## config.mk

```make
export PLATFORM = sky130hd
export DESIGN_NAME = alu_muldiv
export DESIGN_NICKNAME = d
export VERILOG_FILES = /design/src/rtl/alu_muldiv.sv
export SDC_FILE = /design/constraint.sdc
export NUM_CORES = 1
export LEC_CHECK = 0
export ABC_AREA = 1
export BUFFER_PORTS_ARGS = -buffer_cell sky130_fd_sc_hd__buf_2
export CORE_MARGIN = 8
export CORE_UTILIZATION = 45
export DETAILED_ROUTE_END_ITERATION = 10
export PLACE_DENSITY_LB_ADDON = 0.08
export SYNTH_ARGS = -nofsm -noshare
export SYNTH_HDL_FRONTEND = slang
export SYNTH_SLANG_ARGS = --single-unit
```

## constraint.sdc

```tcl
create_clock -name clk -period 6.8 [get_ports clk]
set_input_delay 0.34 -clock clk [delete_from_list [all_inputs] [get_ports clk]]
set_output_delay 0.34 -clock clk [all_outputs]
set_load 0.02 [all_outputs]
```

## src/rtl/alu_muldiv.sv

```systemverilog
// EX-stage ALU with start/done handshake, iterative shift-add multiplier and
// restoring divider feeding HI/LO. Define ALU_DIV_EN to build the divider.
module alu_muldiv #(
    parameter int WIDTH = 32
) (
    input  logic             clk,
    input  logic             rst,
    input  logic             start,
    input  logic [3:0]       ALUcontrol,
    input  logic [WIDTH-1:0] A,
    input  logic [WIDTH-1:0] B,
    output logic [WIDTH-1:0] ALUresult,
    output logic             zero,
    output logic             overflow,
    output logic             div_by_zero,
    output logic             busy,
    output logic             done
);

    localparam int CW = $clog2(WIDTH);

    localparam logic [1:0] S_IDLE = 2'd0;
    localparam logic [1:0] S_MUL  = 2'd1;
    localparam logic [1:0] S_DIV  = 2'd2;
    localparam logic [1:0] S_DONE = 2'd3;

    localparam logic [3:0] OP_AND   = 4'b0000;
    localparam logic [3:0] OP_OR    = 4'b0001;
    localparam logic [3:0] OP_ADD   = 4'b0010;
    localparam logic [3:0] OP_XOR   = 4'b0011;
    localparam logic [3:0] OP_NOR   = 4'b0100;
    localparam logic [3:0] OP_SUB   = 4'b0110;
    localparam logic [3:0] OP_SLT   = 4'b0111;
    localparam logic [3:0] OP_SLTU  = 4'b1000;
    localparam logic [3:0] OP_MULT  = 4'b1001;
    localparam logic [3:0] OP_MULTU = 4'b1010;
    localparam logic [3:0] OP_DIV   = 4'b1011;
    localparam logic [3:0] OP_DIVU  = 4'b1100;
    localparam logic [3:0] OP_MFHI  = 4'b1101;
    localparam logic [3:0] OP_MFLO  = 4'b1110;

    logic [1:0]       state_q, state_d;
    logic [CW-1:0]    cnt_q, cnt_d;
    logic [WIDTH-1:0] work_hi_q, work_hi_d;
    logic [WIDTH-1:0] work_lo_q, work_lo_d;
    logic [WIDTH-1:0] opnd_q, opnd_d;
    logic             neg_lo_q, neg_lo_d;
    logic [WIDTH-1:0] hi_q, hi_d;
    logic [WIDTH-1:0] lo_q, lo_d;
    logic [WIDTH-1:0] result_q, result_d;
    logic             zero_q, zero_d;
    logic             ovf_q, ovf_d;
    logic             dbz_out_q, dbz_out_d;
`ifdef ALU_DIV_EN
    logic [WIDTH-1:0] dvd_q, dvd_d;
    logic             neg_hi_q, neg_hi_d;
    logic             dbz_q, dbz_d;
`endif

    logic [WIDTH-1:0] b_inv, add_res, sub_res, alu_res;
    logic             alu_ovf;
    logic             is_signed, a_neg, b_neg;
    logic [WIDTH-1:0] mag_a, mag_b;
    logic             last;

    // Single-cycle operations, evaluated directly on the live operands.
    always_comb begin
        b_inv   = ~B;
        add_res = A + B;
        sub_res = A + b_inv + WIDTH'(1);
        // NOTE: every always_comb output gets a default first so no path leaves it unassigned (no latch).
        alu_res = '0;
        alu_ovf = 1'b0;
        case (ALUcontrol)
            OP_AND:  alu_res = A & B;
            OP_OR:   alu_res = A | B;
            OP_XOR:  alu_res = A ^ B;
            OP_NOR:  alu_res = ~(A | B);
            OP_ADD: begin
                alu_res = add_res;
                alu_ovf = (A[WIDTH-1] == B[WIDTH-1]) && (add_res[WIDTH-1] != A[WIDTH-1]);
            end
            OP_SUB: begin
                alu_res = sub_res;
                alu_ovf = (A[WIDTH-1] == b_inv[WIDTH-1]) && (sub_res[WIDTH-1] != A[WIDTH-1]);
            end
            OP_SLT:  alu_res = {{(WIDTH-1){1'b0}}, ($signed(A) < $signed(B))};
            OP_SLTU: alu_res = {{(WIDTH-1){1'b0}}, (A < B)};
            OP_MFHI: alu_res = hi_q;
            OP_MFLO: alu_res = lo_q;
            OP_DIV, OP_DIVU: alu_res = '0;
            default: alu_res = '0;
        endcase

        is_signed = (ALUcontrol == OP_MULT) || (ALUcontrol == OP_DIV);
        a_neg     = is_signed && A[WIDTH-1];
        b_neg     = is_signed && B[WIDTH-1];
        mag_a     = a_neg ? -A : A;
        mag_b     = b_neg ? -B : B;
    end

    assign last = (cnt_q == CW'(WIDTH - 1));

    // Multiply step: {work_hi, work_lo} holds the running product over the
    // multiplier, shifted right one bit per cycle.
    logic [WIDTH:0]     mul_sum;
    logic [2*WIDTH-1:0] mul_p, mul_prod;

    always_comb begin
        mul_sum  = {1'b0, work_hi_q} + (work_lo_q[0] ? {1'b0, opnd_q} : '0);
        mul_p    = {mul_sum, work_lo_q[WIDTH-1:1]};
        mul_prod = neg_lo_q ? -mul_p : mul_p;
    end

`ifdef ALU_DIV_EN
    // Divide step: work_hi is the partial remainder, work_lo shifts the
    // dividend out and the quotient in.
    logic [WIDTH:0]   div_shift, div_trial;
    logic [WIDTH-1:0] div_r, div_q, div_quo, div_rem;

    always_comb begin
        div_shift = {work_hi_q, work_lo_q[WIDTH-1]};
        div_trial = div_shift - {1'b0, opnd_q};
        div_r     = div_trial[WIDTH] ? div_shift[WIDTH-1:0] : div_trial[WIDTH-1:0];
        div_q     = {work_lo_q[WIDTH-2:0], ~div_trial[WIDTH]};
        div_quo   = neg_lo_q ? -div_q : div_q;
        div_rem   = neg_hi_q ? -div_r : div_r;
    end
`endif

    always_comb begin
        state_d   = state_q;
        cnt_d     = cnt_q;
        work_hi_d = work_hi_q;
        work_lo_d = work_lo_q;
        opnd_d    = opnd_q;
        neg_lo_d  = neg_lo_q;
        hi_d      = hi_q;
        lo_d      = lo_q;
        result_d  = result_q;
        zero_d    = zero_q;
        ovf_d     = ovf_q;
        dbz_out_d = dbz_out_q;
`ifdef ALU_DIV_EN
        dvd_d     = dvd_q;
        neg_hi_d  = neg_hi_q;
        dbz_d     = dbz_q;
`endif
        case (state_q)
            S_MUL: begin
                work_hi_d = mul_p[2*WIDTH-1:WIDTH];
                work_lo_d = mul_p[WIDTH-1:0];
                cnt_d     = cnt_q + CW'(1);
                if (last) begin
                    hi_d      = mul_prod[2*WIDTH-1:WIDTH];
                    lo_d      = mul_prod[WIDTH-1:0];
                    result_d  = mul_prod[WIDTH-1:0];
                    zero_d    = (mul_prod[WIDTH-1:0] == '0);
                    ovf_d     = 1'b0;
                    dbz_out_d = 1'b0;
                    state_d   = S_DONE;
                end
            end
`ifdef ALU_DIV_EN
            S_DIV: begin
                work_hi_d = div_r;
                work_lo_d = div_q;
                cnt_d     = cnt_q + CW'(1);
                if (last) begin
                    hi_d      = dbz_q ? dvd_q : div_rem;
                    lo_d      = dbz_q ? '1 : div_quo;
                    result_d  = dbz_q ? '1 : div_quo;
                    zero_d    = !dbz_q && (div_quo == '0);
                    ovf_d     = 1'b0;
                    dbz_out_d = dbz_q;
                    state_d   = S_DONE;
                end
            end
`endif
            default: begin
                // IDLE and DONE both accept a new start since busy is low.
                state_d = S_IDLE;
                if (start) begin
                    case (ALUcontrol)
                        OP_MULT, OP_MULTU: begin
                            state_d   = S_MUL;
                            cnt_d     = '0;
                            work_hi_d = '0;
                            work_lo_d = mag_b;
                            opnd_d    = mag_a;
                            neg_lo_d  = a_neg ^ b_neg;
                        end
`ifdef ALU_DIV_EN
                        OP_DIV, OP_DIVU: begin
                            state_d   = S_DIV;
                            cnt_d     = '0;
                            work_hi_d = '0;
                            work_lo_d = mag_a;
                            opnd_d    = mag_b;
                            neg_lo_d  = a_neg ^ b_neg;
                            neg_hi_d  = a_neg;
                            dvd_d     = A;
                            dbz_d     = (B == '0);
                        end
`endif
                        default: begin
                            state_d   = S_DONE;
                            result_d  = alu_res;
                            zero_d    = (alu_res == '0);
                            ovf_d     = alu_ovf;
                            dbz_out_d = 1'b0;
                        end
                    endcase
                end
            end
        endcase
    end

    always_ff @(posedge clk) begin
        if (!rst) begin
            state_q   <= S_IDLE;
            cnt_q     <= '0;
            neg_lo_q  <= 1'b0;
            hi_q      <= '0;
            lo_q      <= '0;
            result_q  <= '0;
            zero_q    <= 1'b1;
            ovf_q     <= 1'b0;
            dbz_out_q <= 1'b0;
`ifdef ALU_DIV_EN
            neg_hi_q  <= 1'b0;
            dbz_q     <= 1'b0;
`endif
        end else begin
            // NOTE: non-blocking assignments so every flop samples pre-edge values.
            state_q   <= state_d;
            cnt_q     <= cnt_d;
            neg_lo_q  <= neg_lo_d;
            hi_q      <= hi_d;
            lo_q      <= lo_d;
            result_q  <= result_d;
            zero_q    <= zero_d;
            ovf_q     <= ovf_d;
            dbz_out_q <= dbz_out_d;
`ifdef ALU_DIV_EN
            neg_hi_q  <= neg_hi_d;
            dbz_q     <= dbz_d;
`endif
        end
    end

    // NOTE: datapath scratch registers are always loaded before use, so they carry no reset.
    always_ff @(posedge clk) begin
        work_hi_q <= work_hi_d;
        work_lo_q <= work_lo_d;
        opnd_q    <= opnd_d;
`ifdef ALU_DIV_EN
        dvd_q     <= dvd_d;
`endif
    end

    assign ALUresult   = result_q;
    assign zero        = zero_q;
    assign overflow    = ovf_q;
    assign div_by_zero = dbz_out_q;
    assign busy        = (state_q == S_MUL) || (state_q == S_DIV);
    assign done        = (state_q == S_DONE);

endmodule

```

# ---- Word level (Yosys, flattened, before mapping)
# Index checks and enable logic that the tools add are counted.
dict set report word_totals {
  regBits 203
  latchBits 0
  mem_bits_rw 0
  rom_bits 0
  input_bits 71
  out_inout_bits 37
  word_cells 101
  memories 0
}
dict set report classes {
  add_sub_neg 8
  multipliers 0
  n_div 0
  n_lt_le_gt_ge 2
  n_eq_ne 22
  n_shift 0
  muxes 34
  bitwise_logic 7
  reduce_logical 16
}
# op count
set op_table {}
lappend op_table {{two-way mux 32 bit} 13}
lappend op_table {{one-hot mux 32 bit (10 select lines)} 1}
lappend op_table {{adder 32 bit} 2}
lappend op_table {{logical NOT 32 bit} 2}
lappend op_table {{< comparator 32 bit} 2}
lappend op_table {{two-way mux 64 bit} 1}
lappend op_table {{negator 32 bit} 2}
lappend op_table {{negator 64 bit} 1}
lappend op_table {{inverter 32 bit} 2}
lappend op_table {{adder 32 x 32 -> 33 bit} 1}
lappend op_table {{adder 32 x 1 -> 32 bit, second input constant} 1}
lappend op_table {{bitwise AND 32 bit} 1}
lappend op_table {{bitwise OR 32 bit} 1}
lappend op_table {{XOR 32 bit} 1}
lappend op_table {{== test 4 bit, second input constant} 6}
lappend op_table {{two-way mux 5 bit} 3}
lappend op_table {{== test 4 x 3 -> 1 bit, second input constant} 3}
lappend op_table {{two-way mux 1 bit} 11}
lappend op_table {{== test 4 x 2 -> 1 bit, second input constant} 2}
lappend op_table {{two-way mux 2 bit} 4}
lappend op_table {{AND reduction 3 bit} 2}
lappend op_table {{adder 5 x 1 -> 5 bit, second input constant} 1}
lappend op_table {{== test 5 bit, second input constant} 1}
lappend op_table {{== test 2 bit, second input constant} 2}
lappend op_table {{other kinds (14)} 23}

# ---- Longest topological paths before layout
dict set report depth {
  word_depth 9
  ltp_mapped 24
  mapped_depth_nobuf 23
}

# ---- Worst setup path after synthesis
# Ideal clock, no wire load.
dict set report synth_timing {
  kind {reg-to-reg}
  start {reg state_q[1]}
  end {reg work_hi_q[0] (enable)}
  setup_time_ps 698
  arrival_ps 2417
  required_ps 6102
  setup_slack_ps 3685
  path_stages_with_launch 8
  n_path_buf 3
  period_less_slack_ps 3115
  cell_sequence {dfxtp_1 > inv_1 > ha_1 > clkbuf_1 > inv_1 > clkbuf_1 > clkbuf_1 > nand2_1}
}
dict set report synth_between {
  elab_chain_cells 3
  elab_cells_between_ends 4
  cone_classes {eq/ne: 1; reduce/logical: 3}
}
# item line
set synth_rtl {}
lappend synth_rtl {{start, declared} 42} ;# logic [1:0] state_q, state_d;
lappend synth_rtl {{start signal, assigned} 236} ;# state_q <= state_d;
lappend synth_rtl {{== test 2 x 1 -> 1 bit *} 149} ;# case (state_q)
lappend synth_rtl {{nonzero test 2 bit (no source line)} -}
lappend synth_rtl {{AND reduction 2 bit (no source line) *} -}
lappend synth_rtl {{end signal, assigned} 254} ;# work_hi_q <= work_hi_d;
lappend synth_rtl {{end, declared} 44} ;# logic [WIDTH-1:0] work_hi_q, work_hi_d;
# Mark *: on every way between the ends. The rest lies on a longest branch, timed or not.
# A chain may end at the register's enable or synchronous reset.

# ---- Worst setup path in the final report
dict set report layout_timing {
  start {in B[16]}
  end {reg zero_q (netlist: zero)}
}
dict set report layout_between {
  elab_chain_cells 8
  elab_cells_between_ends 15
  cone_classes {add/sub: 3; order compare: 2; mux: 4; bitwise: 5; reduce/logical: 1}
}
# item line
set layout_rtl {}
lappend layout_rtl {{start, declared} 11} ;# input logic [WIDTH-1:0] B,
lappend layout_rtl {{inverter 32 bit} 68} ;# b_inv = ~B;
lappend layout_rtl {{adder 32 bit} 70} ;# sub_res = A + b_inv + WIDTH'(1);
lappend layout_rtl {{adder 32 x 1 -> 32 bit} 70}
lappend layout_rtl {{one-hot mux 32 bit (10 select lines) *} 74} ;# case (ALUcontrol)
lappend layout_rtl {{logical NOT 32 bit *} 209} ;# zero_d = (alu_res == '0);
lappend layout_rtl {{two-way mux 1 bit *} 184} ;# case (ALUcontrol)
lappend layout_rtl {{two-way mux 1 bit *} 183} ;# if (start) begin
lappend layout_rtl {{two-way mux 1 bit *} 149}
lappend layout_rtl {{end signal, assigned} 242} ;# zero_q <= zero_d;
lappend layout_rtl {{end, declared} 51} ;# logic zero_q, zero_d;
# Mark *: on every way between the ends. The rest lies on a longest branch, timed or not. The select of a mux whose other input is x is not followed.

==> metrics.csv <==
metric;value;unit
outcome;finished clean;
seq_power_share;34.0;%
p_clk_share;33.7;%
critPathMaxFanout;8;
drt_iter0_markers;2857;
grt_pass1_vias;22100;
ys_seq_area_share;24.1;%
clockBufferDepth;3;
io_buffers;106;
clock_sinks;202;
cp_num_buf_inv;3;
tns;0;ps
fin_skew;11.1;ps
cts_setup_buffers;0;
grt_usage;34.2;%
drc;0;
n_fill_cell;4862;
slew_headroom;25.6;%
max_stage_delay;500;ps
hp-class;in -> reg;
worst_slew_pin_slew;1110;ps
place_congestion;1.06;
netlist_area;20700;µm²
comb_power_share;32.3;%
core-area;45500;µm²
wl_per_cell;23.2;µm
cts_root_buffer;clkbuf_16;
start_kind;primary input;
routed_wl;94.2;mm
path_cells;buf_2 -> inv_1 -> ha_1 -> nand2_1 -> nor2_1 -> inv_1 -> nor2_1 -> nand4_1 -> nand3_1 -> nand2_1 -> nand3_1 -> nand2_1 -> nor2_1 -> nand2_1 -> nor2_1 -> nand2_1 -> nor2_1 -> nand2_1 -> nand2_1 -> nand2_1 -> nand2_1;
avgSynthCellArea;6.12;µm²
synth_top_area_share;16.6;%
p_sw;1.56;mW
synth-edff-count;96;
cp.required;7300;ps
yosys-top-cells-area;nand2_1 (17%), edfxtp_1 (14%), dfxtp_1 (10%), inv_1 (9.3%), ha_1 (8.9%);
power_density;178;nW/µm²
synth_warnings;0;
cts_tree;done;
start_util;45.6;%
io_pins;108;
clock.fmax;0.253;GHz
drv_cap;0;
via_per_inst;5.76;
postSynthCellCount;3387;
dr.pass1.iters;6;
arrival;4450;ps
crit_family;simple AND/OR/NAND/NOR gates;
synth_top_area_cell;nand2_1;
num_rows;78;
antenna_left;0;
overflow;0;
drive_above_1_share;9.00;%
grt_max_degree;76;
async_flop_share;0;%
drv_slew;0;
cellInternalPower;2.47;mW
fp.dieH;231;µm
criticalPathCategory;in -> reg;
clk_latency;550;ps
cts_htree_levels;1;
design.final.nets;3659;
clkTransAtPathRegs;60;ps
dieArea;53200;µm²
synth_seq_cells;202;
min_period_over_period;58.0;%
fin_crit;3950;ps
synth_cell_type_count;55;
leakage;11.1;nW
synth_nets;3608;
post-synth-top-count-cell;nand2_1;
finalSetupViolCount;0;
final_hold_viol_count;0;
dp_hpwl;77.4;mm
rsz0062_at_grt;no;
antenna_found_initial;2;
grt_pass1_wl;139;mm
ff2ff_setup_slack;3000;ps
synthTopCellsByCount;nand2_1 (920), inv_1 (512), nor2_1 (355);
ir_drop;0.000216;V
vias;23400;
power.total;4.02;mW
chipWidth;231;µm
critPathSlowestCell;ha_1;
crit_top_cell;nand2_1;
end_kind;flip-flop;
swShare;38.7;%
ys.flop_type;dfxtp_1;
numCtsBuffers;25;
area_growth;8.96;%
stage by stage:
stage / worst slack [ps] / cell area [µm²] / std cells / hold WS [ps] / util (%)
5_1_grt: 2680 / 22600 / 4057 / 209 / 49.7
4_1_cts: 3020 / 22600 / 4057 / 183 / 49.7
6_report: 2850 / 22600 / 4058 / 205 / 49.7
2_1_floorplan: 3680 / 20700 / 3387 / 430 / -
3_3_place_gp: 2490 / 21800 / 4010 / 442 / 47.8
3_5_place_dp: 2590 / 21800 / 4010 / 446 / 47.8
logic make-up (layout without fill, tap and decap cells):
logic type               after synthesis  count (layout)  synth area share, %
AO/OA/AOI/OAI                        586             586                 15.5
XOR/XNOR                              82              82                 3.50
adder cells (fa/ha/maj)              150             150                 9.16
buffers and inverters                644             714                 12.0
flip-flops                           202             202                 24.1
other                                  1               2               0.0181
AND/OR/NAND/NOR                     1722            1722                 35.7
area by class of cell:
class / count / area [µm²] / share of cell area [%]
Tap cell: 600 / 751 / 3.32
Antenna cell: 1 / 2.50 / 0.0111
Clock buffer: 32 / 682 / 3.02
Clock inverter: 14 / 145 / 0.642
Inverter: 540 / 2030 / 8.97
Sequential cell: 202 / 5010 / 22.2
Timing Repair Buffer: 128 / 698 / 3.09
Multi-Input combinational cell: 2541 / 13300 / 58.8
registers in the layout, summed over array words and instances (netlist names):
register   count
zero           1
lo_q          32
ALUresult     32
work_lo_q     32
hi_q          32
neg_lo_q       1
opnd_q        32
state_q        2
overflow       1
cnt_q          5
work_hi_q     32
per-layer routing:
layer  up-vias  routed length, µm  global-route usage [%]
met4         4               7070                    21.9
met5         -                 28                       0
met2      1216              41900                    54.9
li1      11000                  -                       -
met3       282               7670                    4.78
met1     10800              37500                    42.9
layout by cell type, fill, tap and decap left out, drive strengths merged:
master | Yosys | final
nand3b | 16 | 16
o31ai | 3 | 3
diode | 0 | 1
nand4 | 43 | 43
o2111ai | 4 | 4
and2 | 1 | 1
o21ai | 246 | 246
ha | 147 | 147
a21oi | 228 | 228
o22ai | 22 | 22
edfxtp | 96 | 96
a221oi | 1 | 1
o211ai | 34 | 34
buf | 39 | 127
clkinv | 1 | 11
nor3 | 54 | 54
and3 | 2 | 2
nand3 | 240 | 240
a211oi | 6 | 6
or2 | 4 | 4
nor4 | 10 | 10
bufinv | 0 | 2
xnor2 | 6 | 6
a31oi | 13 | 13
o221ai | 5 | 5
fa | 3 | 3
nand2 | 958 | 958
clkbuf | 65 | 32
o221a | 1 | 1
o22a | 1 | 1
a22oi | 1 | 1
nor2 | 394 | 394
a2111oi | 4 | 4
xor2 | 76 | 76
conb | 1 | 1
dfxtp | 106 | 106
dlygate4sd3 | 0 | 1
o21bai | 14 | 14
inv | 539 | 541
o21a | 3 | 3
path summary, 6_finish.rpt:
path	depth (start not counted)	to	start
worst max register to register	13	ALUresult[5]	state_q[1]
worst min-delay path	3	state_q[0]	start
worst max-delay path	21	zero	B[16]
worst min register to register	2	lo_q[0]	lo_q[0]
power by group through the flow:
stage / combinational [mW] / clock, mW / sequential, mW
finish: 1.30 / 1.35 / 1.37
global route: 1.40 / 1.41 / 1.37
CTS: 1.27 / 1.36 / 1.37
detailed placement: 1.26 / 0 / 1.39
global placement: 1.26 / 0 / 1.39
floorplan: 0.782 / 0 / 1.40
worst min-delay path, cell delays in order:
cell and delay (ps):
buf_2 120, nand2_1 150, a21oi_1 90
what timing repair did:
action	CTS	global route
gates resized for setup	0	0
hold buffers	1	0
endpoints found under the setup margin	0	0
endpoints found under the hold margin	1	0
No activity file was read; power rests on OpenSTA's default activity.
